==> config.mk <==
export PLATFORM = sky130hd
export DESIGN_NAME = beatmap_player
export DESIGN_NICKNAME = d
export VERILOG_FILES = /design/src/rtl/beatmap_pkg.sv /design/src/rtl/beatmap_rom.sv /design/src/rtl/beatmap_player.sv
export SDC_FILE = /design/constraint.sdc
export NUM_CORES = 1
export LEC_CHECK = 0
export CAP_MARGIN = 5
export CORE_MARGIN = 4
export CORE_UTILIZATION = 47
export DETAILED_ROUTE_END_ITERATION = 10
export PLACE_DENSITY = 0.78
export SLEW_MARGIN = 20
export SYNTH_ARGS = -nofsm -noshare
export SYNTH_HDL_FRONTEND = slang
export SYNTH_SLANG_ARGS = --single-unit
==> constraint.sdc <==
create_clock -name clk -period 3.4 [get_ports clk]
set_clock_uncertainty 0.15 [all_clocks]
set_input_delay 0.51 -clock clk [delete_from_list [all_inputs] [get_ports clk]]
set_output_delay 0.51 -clock clk [all_outputs]
set_load 0.005 [all_outputs]
==> src/rtl/beatmap_pkg.sv <==
// Shared types and helpers for the beatmap player.
// FSM encoding and constant-width math.
package beatmap_pkg;

  typedef enum logic [1:0] {
    IDLE,
    FETCH,
    RUN,
    DONE
  } state_t;

  function automatic int clog2(input int unsigned v);
    int r;
    r = 0;
    while ((longint'(1) << r) < longint'(v)) r++;
    return r;
  endfunction

endpackage

==> src/rtl/beatmap_rom.sv <==
// Synchronous-read beatmap ROM, one lane pattern per word.
// Contents come from a packed image; word i sits at bits [i*LANES +: LANES].
module beatmap_rom
  import beatmap_pkg::*;
#(
  parameter int LANES = 4,
  parameter int DEPTH = 17,
  parameter int ADDR_W = 13,
  parameter logic [LANES*DEPTH-1:0] INIT_DATA = '0
) (
  input  logic              clk,
  input  logic [ADDR_W-1:0] addr,
  output logic [LANES-1:0]  q
);

  // Addresses past the last step read as a rest.
  always_ff @(posedge clk) begin
    q <= '0;
    for (int i = 0; i < DEPTH; i++) begin
      if (addr == ADDR_W'(i)) q <= INIT_DATA[i*LANES +: LANES];
    end
  end

endmodule

==> src/rtl/beatmap_player.sv <==
// Tempo-driven beatmap sequencer presenting one lane pattern per step
// on a valid/ready output with loop, pause, rest-skip and overrun support.
module beatmap_player
  import beatmap_pkg::*;
#(
  parameter int LANES = 4,
  parameter int DEPTH = 17,
  parameter int ADDR_W = 13,
  parameter int TICKS_PER_STEP = 12500000,
  parameter bit SKIP_RESTS = 1'b1,
  parameter logic [LANES*DEPTH-1:0] INIT_DATA = '0
) (
  input  logic              clk,
  input  logic              resetn,
  input  logic              start,
  input  logic              stop,
  input  logic              pause,
  input  logic              loop_en,
  input  logic              note_ready,
  output logic [LANES-1:0]  note_data,
  output logic              note_valid,
  output logic [ADDR_W-1:0] note_index,
  output logic              playing,
  output logic              done,
  output logic              overrun,
  output logic [7:0]        loop_count
);

  localparam int TW = clog2(TICKS_PER_STEP);
  localparam logic [TW-1:0] T_LAST = TW'(TICKS_PER_STEP - 1);
  localparam logic [ADDR_W-1:0] I_LAST = ADDR_W'(DEPTH - 1);

  state_t state, state_n;
  logic [TW-1:0] timer;
  logic [ADDR_W-1:0] index;
  logic fetch_p, load_p;
  logic [LANES-1:0] rom_q;
  logic tick, wrap, last, rest, accept, finish;

  beatmap_rom #(
    .LANES(LANES),
    .DEPTH(DEPTH),
    .ADDR_W(ADDR_W),
    .INIT_DATA(INIT_DATA)
  ) u_rom (
    .clk(clk),
    .addr(index),
    .q(rom_q)
  );

  assign playing = (state == FETCH) || (state == RUN);
  assign done = (state == DONE);
  assign tick = playing && !pause;
  assign wrap = tick && (timer == T_LAST);
  assign last = (index == I_LAST);
  assign finish = wrap && last && !loop_en;
  assign rest = SKIP_RESTS && (rom_q == '0);
  assign accept = note_valid && note_ready;

  always_comb begin
    state_n = state;
    if (stop) state_n = IDLE;
    else if (start) state_n = FETCH;
    else if (state == FETCH) state_n = RUN;
    else if (finish) state_n = DONE;
  end

  // fetch_p: ROM read due next edge; load_p: rom_q holds the step's word.
  always_ff @(posedge clk or negedge resetn) begin
    if (!resetn) begin
      state      <= IDLE;
      timer      <= '0;
      index      <= '0;
      fetch_p    <= 1'b0;
      load_p     <= 1'b0;
      note_data  <= '0;
      note_valid <= 1'b0;
      note_index <= '0;
      overrun    <= 1'b0;
      loop_count <= '0;
    end else begin
      state <= state_n;
      if (stop) begin
        timer      <= '0;
        index      <= '0;
        fetch_p    <= 1'b0;
        load_p     <= 1'b0;
        note_valid <= 1'b0;
      end else if (start) begin
        timer      <= '0;
        index      <= '0;
        fetch_p    <= 1'b1;
        load_p     <= 1'b0;
        note_valid <= 1'b0;
        overrun    <= 1'b0;
        loop_count <= '0;
      end else begin
        load_p  <= fetch_p;
        fetch_p <= wrap && !finish;
        if (tick) timer <= wrap ? '0 : timer + TW'(1);
        if (wrap) begin
          if (!last) begin
            index <= index + ADDR_W'(1);
          end else if (loop_en) begin
            index <= '0;
            if (loop_count != 8'hFF) loop_count <= loop_count + 8'd1;
          end
        end
        if (load_p && !rest) begin
          note_data  <= rom_q;
          note_index <= index;
          note_valid <= 1'b1;
          if (note_valid && !note_ready) overrun <= 1'b1;
        end else if (accept) begin
          note_valid <= 1'b0;
        end
      end
    end
  end

endmodule

==> results.cfg <==
[timing]
whs_ps = 51.1
fmax_ghz = 0.357
worstMarginPinSlew_ps = 620
fin_crit_sh = 0.823
hold_viol = 0
finalMaxSlewViolations = 0
relSlewSlack = 0.585
min_period_ps = 2800
finalSetupViolCount = 0
fin_tns_setup_ps = 0
worst_slack_ps = 602
rsz0062_at_grt = false

[drt]
first_pass_iters = 4
final_antenna_net_count = 0
via_per_inst = 5.89
drc = 0
drt_iter0_markers = 183
wl_per_cell_um = 15.5
vias = 2439
drt_wl_total_mm = 6.40

[power_and_ir_drop]
peakVddDrop_v = 0.000242
powerDensity_nw_per_um2 = 355
cellLeakagePower_nw = 1.33
finalPower_mw = 1.15

[setup_path]
crit_arrival_ps = 2880
crit_path_start_kind = flop
required_ps = 3480
path_max_fanout = 11
endpoint_kind = flop
path_class = reg2reg

[placed_design]
place_hpwl_mm = 4.47
preCtsSetupSlack_ps = 493
dpl_cell_area_sq_um = 3100
numPortBuffers = 15
gp_congestion = 0.848
place_inst = 406

[floorplanning]
die_area_sq_um = 7640
num_io_pins = 36
initial_core_util = 0.491
fp.coreArea_sq_um = 6030
rows = 28
die_y_um = 87.4
chipWidth_um = 87.4

[clock_tree]
cts_buffers = 5
cts.sinks = 47
cts_tree = built
clk_latency_ps = 310
root_buffer = clkbuf_8
clk_pin_slew_ps = 90
cts_resized = 0
cts_hold_buf = 0
clk_path_buf_depth = 2
cts_htree_levels = 2
cts_setup_buffers = 0

[grt]
antenna_found_initial = 0
grt_pass1_wl_mm = 10.9
grt_overflow = 0
grt_use_total = 0.176
grt_max_degree = 48
grt_pass1_vias = 2323

[finish]
num_antenna_cells = 0
nNetsFinal = 351
fillers = 554
final_area_sq_um = 3240
area_delta_synth_final_pct = 9.46
drive_gt1_frac = 0.0826
utilization = 0.538
stdcell_count = 414

[yosys]
ys_seq_elements = 47
ys_top_cells_by_area = dfrtp_1 (40%), buf_4 (4.8%), nor2_1 (4.2%)
yosys_warnings = 0
yosysTopAreaCell = dfrtp_1
synth_top_area_share = 0.397
synth_commonest_cells = dfrtp_1 (47), nor2_1 (33), nand2_1 (21)
syn_inst = 325
avgSynthCellArea_sq_um = 9.11
synth_most_common_cell = dfrtp_1
async_reset_ff_frac = 1.00
synth-edff-count = 0
ys.flop_type = dfrtp_1
netlist_area_sq_um = 2960
ys_seq_area_frac = 0.397
synth_cell_types = 59

[job]
maxCapViolations = 0

[hold_path]
hp-class = in2async

[status]
outcome = finished clean
[final cells by class]
class                      count  area, sq um  share of cell area
inverter                      11         41.3              0.0127
timing repair buffer          19          178              0.0548
tap                           75         93.8              0.0289
clock buffer                   5         68.8              0.0212
clock inverter                 3         67.6              0.0208
multi-input combinational    254         1620               0.499
sequential                    47         1180               0.363
[critical path: stages (launching register included)]
cell	delay, ps
dfrtp_1	420
ha_1	380
and4bb_1	340
and4bb_1	210
nand4_1	420
buf_4	320
or3_1	350
a21oi_1	150
[cells in the final DEF (no fill, tap or decap), drive strengths merged, types with 3 or more instances in the layout]
cell,netlist,final
a21oi,20,20
a221o,4,4
and2,8,8
and3,12,12
and4,4,4
and4bb,3,3
buf,25,5
clkbuf,6,5
clkdlybuf4s50,0,14
conb,1,19
dfrtp,47,47
ha,6,6
inv,11,11
nand2,22,22
nand3,21,21
nand4,18,18
nor2,33,33
nor3,3,3
nor4b,3,3
o21ai,13,13
or3,6,6
or4,6,6
xnor2,5,5
xor2,14,14
[power by group]
group          switching (mW)  internal [mW]
registers              0.0108          0.566
clock network           0.195          0.293
logic                  0.0531         0.0323
[routing by layer]
layer | wire length [um] | part of all wire | vias up | GRT usage
li1 | - | - | 1174 | -
met3 | 268 | 0.042 | 4 | 0.0426
met4 | 23 | 0.0036 | 0 | 0.0432
met2 | 3090 | 0.48 | 55 | 0.268
met5 | 0 | 0 | - | 0
met1 | 3020 | 0.47 | 1206 | 0.251
[flip-flops by register name, indices dropped and copies added, names as in the netlist]
signal,cells
index,13
loop_count,8
state,2
timer,24
[worst paths after layout]
path,start,to,slack [ps],cells after the start
max reg2reg,state[0],index[10],600,7
min in group clk,timer[21],timer[21],400,2
min,resetn,index[11],50,1
max in group asynchronous,resetn,timer[20],2640,1
min reg2reg,timer[21],timer[21],400,2
max,state[0],index[10],600,7
[kinds of logic (layout without fill, tap and decap cells)]
logic type,count (synthesis),after routing,synth area share
buf+inv,42,38,0.0798
compound gates,55,55,0.130
simple gates,152,152,0.300
flops,47,47,0.397
other cells,1,19,0.00127
xor+xnor,19,19,0.0562
mux,3,3,0.0106
fa+ha+maj,6,6,0.0253
(Power assumes the default switching activity.)
